===== config.mk =====
export PLATFORM = sky130hd
export DESIGN_NAME = sat_counter
export DESIGN_NICKNAME = d
export VERILOG_FILES = /design/src/rtl/sat_counter.sv
export SDC_FILE = /design/constraint.sdc
export NUM_CORES = 1
export LEC_CHECK = 0
export ABC_CLOCK_PERIOD_IN_PS = 1280
export BUFFER_PORTS_ARGS = -buffer_cell sky130_fd_sc_hd__buf_2
export CORE_AREA = 3 3 40 42
export CTS_BUF_LIST = sky130_fd_sc_hd__clkbuf_4 sky130_fd_sc_hd__clkbuf_8
export CTS_CLUSTER_DIAMETER = 60
export DETAILED_ROUTE_END_ITERATION = 16
export DIE_AREA = 0 0 43 45
export GPL_ROUTABILITY_DRIVEN = 0
export SLEW_MARGIN = 20
export SYNTH_ARGS = -nofsm -noshare
export SYNTH_HDL_FRONTEND = slang
export SYNTH_SLANG_ARGS = --single-unit

===== constraint.sdc =====
create_clock -name clk -period 1.28 [get_ports clk]
set_input_delay 0.128 -clock clk [delete_from_list [all_inputs] [get_ports clk]]
set_output_delay 0.128 -clock clk [all_outputs]
set_load 0.01 [all_outputs]

===== src/rtl/sat_counter.sv =====
// rtl/sat_counter.sv - saturating up-counter used for the sequence error count
//
// Purpose: counts inc pulses and sticks at all-ones instead of wrapping.
// Ports:
//   clk    in   clock
//   rst_n  in   asynchronous active-low reset, clears the count
//   inc    in   add one this cycle (ignored once saturated)
//   cnt    out  current count, W bits
module sat_counter #(
  parameter int W = 6
) (
  input  logic         clk,
  input  logic         rst_n,
  input  logic         inc,
  output logic [W-1:0] cnt
);

  logic [W-1:0] cnt_q;
  logic [W-1:0] cnt_d;

  always_comb begin
    cnt_d = cnt_q;
    if (inc && (cnt_q != {W{1'b1}})) begin
      cnt_d = cnt_q + W'(1);
    end
  end

  always_ff @(posedge clk or negedge rst_n) begin
    if (!rst_n) begin
      cnt_q <= '0;
    end else begin
      cnt_q <= cnt_d;
    end
  end

  assign cnt = cnt_q;

endmodule


* After elaboration in Yosys (flattened, before gate mapping) *
Cells that the tools add are included.
W data, S select, Z words.

storage, ports and cells
  bits in registers = 6
  input bits = 3
  output and inout bits = 6
  logic and storage cells = 4

cells by class
  $add $sub $neg = 1
  equality and inequality tests = 1
  reduce and logical (&&, ||, !) cells = 1

operators with widths
  kind                   number
  $add A6 B1 Y6 const B  1
  $ne A6 B6 Y1 const B   1
  $logic_and A1 B1 Y1    1

* Longest topological paths before layout *
Gate-level depths: netlist of run 1.

  depth after elaboration = 2
  mapped depth = 4
  mapped depth without buffers = 4

* Worst setup path after synthesis of run 1 *
OpenSTA, ideal clock, no wires.

  kind = reg2reg
  start = register cnt_q[0] (netlist: cnt[0])
  end = register cnt_q[1] (netlist: cnt[1])
  library setup time = 0.128 ns
  arrival time = 1.187 ns
  required time = 1.152 ns
  slack = -0.034 ns
  cell stages (with the launch flop) = 5
  path buffers = 0
  clock period less this slack = 1.314 ns
  cells stage by stage = dfrtp_1 > ha_1 > nand2_1 > o21ai_2 > mux2_1

on the way
  longest elaborated chain between the ends = 2
  elaborated cells between the ends (all ways) = 3
  classes of those cells = 1 x add/sub; 1 x eq/ne; 1 x reduce/logical

RTL lines
  what                                                                   line  text
  start, declared                                                        18    logic [W-1:0] cnt_q;
  start signal, assigned                                                 32    cnt_q <= cnt_d;
  parallel branches: the longest is 2 deep, another holds $add A6 B1 Y6  n/a

Parallel ways; which one is timed is not known.
A chain may end at the register's enable or synchronous reset.

* Worst setup path after layout of run 1 *
Same ends and word-level chain as after synthesis.

==> results of run 1 <==
cells by family after synthesis:
family,count (synthesis),synth area share
mux,3,0.1135
simple gates,8,0.1529
xor+xnor,1,0.03057
flops,6,0.5240
compound gates,6,0.1354
fa+ha+maj,1,0.04366
cells in the mapped netlist:
library cell | number | area (um^2)
a21oi_1 | 3 | 15.01
nor2b_1 | 1 | 6.260
mux2_1 | 1 | 11.26
a41oi_1 | 1 | 8.760
ha_1 | 1 | 12.51
xnor2_1 | 1 | 8.760
dfrtp_1 | 6 | 150.1
nand3_2 | 1 | 10.01
and3_1 | 1 | 6.260
mux2_2 | 1 | 11.26
nand2_1 | 3 | 11.26
o21ai_2 | 1 | 8.760
nand4_1 | 1 | 6.260
nor2_1 | 1 | 3.750
mux2i_1 | 1 | 10.01
a31oi_1 | 1 | 6.260
metrics by stage:
stage | total power, uW | hold WS, ns
after floorplan | 643.9 | -0.1676
after global placement | 942.5 | -0.03894
after detailed placement | 933.8 | -0.03545
after CTS | 1117 | 0.2017
after global routing | 1225 | 0.2411
final | 1128 | 0.2364
where the power goes:
group / leakage [uW] / switching [uW] / internal (uW)
Combinational: 0.000125 / 261 / 323
Sequential: 0.0000702 / 84.6 / 287
Clock: 0.0000138 / 66.3 / 106
Total: 0.000209 / 412 / 716
critical path, stage by stage, from the launching register on:
cell     delay (ns)
dfrtp_1        0.34
ha_2           0.18
nand2_1        0.07
o21ai_2        0.19
mux2_4         0.31
cell type report:
class / count / area (um^2)
tap: 15 / 18.77
clock buffer: 3 / 22.52
fill: 129 / 848.3
multi-input combinational: 19 / 142.6
sequential: 6 / 150.1
timing repair buffer: 16 / 102.6
final timing paths:
| path | from | endpoint | slack [ns] | depth (start not counted) |
|---|---|---|---|---|
| min | rst_n | cnt[4] | 0.24 | 2 |
| max reg2reg | cnt[0] | cnt[1] | 0.07 | 4 |
| max in group asynchronous | rst_n | cnt[0] | 0.89 | 2 |
| min reg2reg | cnt[3] | cnt[4] | 0.55 | 1 |
| max | cnt[0] | cnt[1] | 0.07 | 4 |
| min in group clk | inc | cnt[2] | 0.24 | 3 |
per-layer routing:
metal  GRT usage  up-vias  wire length [um]
met3     0.05976        2                70
met1     0.09852      111               288
li1            -      135                 -
met2     0.09281       13               246
met4     0.03614        0                 6
met5           0        -                 0
what timing repair did:
action | CTS | global route
endpoints found under the setup margin | 0 | 1
buffers inserted | 0 | 1
hold buffers | 1 | 0
hold endpoints to repair | 6 | 0
gates resized for setup | 0 | 1
==> impl_metrics.csv, run 1 <==
group,metric,value,unit
clock_tree,cts_tree,"built",
clock_tree,numCtsBuffers,3,
floorplan,die_area,1935,um^2
logic_synthesis,synth_seq_cells,6,
floorplan,die_x,43,um
logic_synthesis,synth_area,286.5,um^2
worst_setup_path,required,1.40,ns
clock_tree,root_buffer,"clkbuf_4",
worst_setup_path,crit_fanout,2,
timing,slew_headroom,0.8748,
layout,diodes,0,
grt,grt_max_degree,7,
layout,final_util,0.3398,
layout,largest_register_ff_count,6,
place,io_buffers,8,
detailed_routing,dr.pass1.iters,4,
timing,setup_tns,0,ns
layout,design_area,436.7,um^2
hold_path,hold_path.class,"in2async",
floorplan,design.core.area,1285,um^2
timing,rsz0062_at_grt,"no",
grt,grt_usage,0.07718,
layout,final_cell_mix,"buf_2 (8), buf_4 (7), dfrtp_1 (6)",
power_and_ir_drop,peakVddDrop,0.0009480,V
logic_synthesis,syn_inst,25,
layout,layout_commonest_cell,"buf_2",
power_and_ir_drop,power_density,2583,nW/um^2
logic_synthesis,synthesis.nets,29,
layout,stdcell_count,59,
grt,grt_overflow_total,0,
power_and_ir_drop,p_leak,0.0002087,uW
timing,fin_ws,0.06978,ns
floorplan,rows,13,
timing,fin_crit,1.210,ns
clock_tree,insertion_delay,0.24,ns
layout,finalNetCount,50,
timing,setup_violations,0,
detailed_routing,wl_per_cell,10.36,um
grt,grt_pass1_vias,250,
timing,tightest_slew,0.1878,ns
timing,fmax,0.8263,GHz
layout,area.growth.synth_to_final,52.40,%
timing,finalHoldViolations,0,
clock_tree,cts_sinks,6,
clock_tree,clkTransAtPathRegs,0.05,ns
detailed_routing,drc_errors,0,
timing,drv_slew,0,
clock_tree,clockBufferDepth,2,
timing,finalCritPeriodShare,0.9455,
place,dp_hpwl,475.7,um
grt,grt_first_pass_wirelength,1021,um
worst_setup_path,cp.arrival,1.33,ns
detailed_routing,ant_nets,0,
logic_synthesis,synth_seq_area_share,0.5240,
status,outcome,"completed",
timing,fin_skew,0.005967,ns
clock_tree,htree_levels,1,
worst_setup_path,end_kind,"flip-flop",
worst_setup_path,crit_type,"reg2reg",
place,dp.cells,54,
grt,antenna_found_initial,0,
floorplan,die_h,45,um
run,maxCapViolCount,0,
logic_synthesis,yosys_warnings,0,
detailed_routing,vias,261,
worst_setup_path,critPathLaunchType,"flip-flop",
logic_synthesis,syn_avg_cell_area,11.46,um^2
floorplan,pin_count,9,
logic_synthesis,ys_types,16,
place,pre_cts_ws,0.06436,ns
detailed_routing,viasPerCell,4.424,
detailed_routing,initialDrtViolationCount,1,
place,dpl-instance-area,392.9,um^2
layout,drive_above_1_share,0.5227,
floorplan,start_util,0.2230,
detailed_routing,routed_wl,611,um
Note: power is estimated with default switching activity, not from simulation.
==> run 2, diff against run 1 <==
- PLACE_DENSITY_LB_ADDON: unset -> 0.08
==> run 2 against run 1 <==
Effect of this change:
- via count grew 2.3%
- fmax down 3.0%
- sequential power increased by 6.5%
- sequential share of layout area down 0.20 points
- non-clock buffer count down 1
- core utilization rose by 0.19 points
- design area increased by 0.57%
- count of clock-buffer cells in the layout unchanged
- largest cell class is now multi-input gates
- largest power group unchanged
==> impl_metrics.csv, run 2 (synthesis results as in run 1) <==
group,metric,value,unit
status,outcome,"completed",
floorplan,die_area,1935,um^2
power_and_ir_drop,p_leak,0.0002047,uW
run,maxCapViolCount,0,
worst_setup_path,cpLargestDelayFamily,"flip-flops",
timing,setup_violations,0,
clock_tree,cts_sinks,6,
clock_tree,clkTransAtPathRegs,0.05,ns
floorplan,design.core.area,1285,um^2
worst_setup_path,max_stage_delay,0.38,ns
timing,fmax,0.8011,GHz
worst_setup_path,crit-reg2reg-launch,"cnt[1]",
clock_tree,clockBufferDepth,2,
detailed_routing,routed_wl,670,um
detailed_routing,dr.pass1.iters,2,
place,dp_hpwl,503,um
worst_setup_path,critPathLaunchType,"flip-flop",
timing,fin_crit,1.248,ns
layout,final_util,0.3418,
layout,stdcell_count,58,
layout,drive_above_1_share,0.5116,
grt,grt_pass1_vias,251,
hold_path,hold_path.class,"in2reg",
floorplan,die_x,43,um
floorplan,pin_count,9,
grt,grt_usage,0.08954,
power_and_ir_drop,p_total,1148,uW
detailed_routing,wl_met3,51,um
floorplan,start_util,0.2230,
worst_setup_path,required,1.40,ns
floorplan,die_h,45,um
detailed_routing,met1_length,331,um
grt,grt_max_degree,7,
power_and_ir_drop,peakVddDrop,0.0009558,V
timing,drv_slew,0,
layout,design_area,439.2,um^2
worst_setup_path,crit_type,"reg2reg",
timing,rsz0062_at_grt,"yes",
timing,fin_skew,0.003670,ns
worst_setup_path,crit_fanout,4,
layout,finalNetCount,49,
grt,grt_first_pass_wirelength,1138,um
layout,diodes,0,
worst_setup_path,path_cells,"ha_4 > nand2_1 > o21ai_2 > mux2_4",
detailed_routing,initialDrtViolationCount,3,
layout,largest_register_ff_count,6,
layout,area.growth.synth_to_final,53.27,%
detailed_routing,drc_errors,0,
grt,antenna_found_initial,0,
worst_setup_path,critical_path_buf_inv_count,0,
power_and_ir_drop,power_density,2614,nW/um^2
floorplan,rows,13,
clock_tree,insertion_delay,0.24,ns
detailed_routing,met2WireLength,274,um
timing,fin_hold_ws,0.2274,ns
layout,layout_commonest_cell,"buf_2",
timing,finalCritPeriodShare,0.9752,
grt,grt_overflow_total,0,
worst_setup_path,critPathLaunch,"cnt[1]",
detailed_routing,viasPerCell,4.603,
place,dp.cells,53,
place,io_buffers,8,
timing,finalHoldViolations,0,
detailed_routing,wl_per_cell,11.55,um
detailed_routing,ant_nets,0,
place,dpl-instance-area,385.4,um^2
clock_tree,htree_levels,1,
worst_setup_path,crit_slowest_cell,"dfrtp_1",
hold_path,hp-start,"inc",
worst_setup_path,end_kind,"flip-flop",
clock_tree,cts_tree,"built",
timing,tightest_slew,0.1735,ns
layout,final_cell_mix,"buf_2 (8), dfrtp_1 (6), buf_4 (6)",
timing,slew_headroom,0.8828,
detailed_routing,vias,267,
clock_tree,numCtsBuffers,3,
detailed_routing,top_layer_used,"met4",
worst_setup_path,cp.arrival,1.37,ns
clock_tree,root_buffer,"clkbuf_4",
-- run 2: path summary, 6_finish.rpt --
| kind | end | slack (ns) | depth (start not counted) |
|---|---|---|---|
| worst min-delay path | cnt[2] | 0.23 | 3 |
| max in group asynchronous | cnt[1] | 0.90 | 2 |
| worst max register to register | cnt[1] | 0.03 | 4 |
| worst min register to register | cnt[4] | 0.52 | 1 |
| worst max-delay path | cnt[1] | 0.03 | 4 |
| min in group asynchronous | cnt[4] | 0.24 | 2 |
-- run 2: what timing repair did --
item	CTS	global route
hold buffers	1	0
buffers inserted	0	1
resized for setup	0	2
hold endpoints to repair	6	0
setup endpoints to repair	0	2
-- run 2: routing by layer --
layer	vias to the layer above	GRT usage
met1	125	0.1027
met4	0	0.1084
li1	132	-
met3	2	0.03586
met2	8	0.1138
met5	-	0
-- run 2: metrics by stage --
stage	worst slack (ns)	setup TNS (ns)
3_3_place_gp	0.04174	0
4_1_cts	0.01908	0
2_1_floorplan	-0.03253	-0.03253
5_1_grt	-0.04092	-0.08287
3_5_place_dp	0.02790	0
6_report	0.03175	0
-- run 2: cell type report --
class,count,area (um^2)
flip-flops and latches,6,150.1
well taps,15,18.77
clock buffers,3,22.52
multi-input cells,19,152.6
repair buffers,15,95.09
fillers,133,845.8
-- run 2: where the power goes --
part	total (uW)	switching, uW	internal, uW
Combinational	577	255	322
Sequential	396	109	287
Clock	176	69.7	106
-- run 2: tightest hold or removal path, stage by stage --
cell     delay, ns
buf_2         0.11
a21oi_1       0.07
a21oi_1       0.12
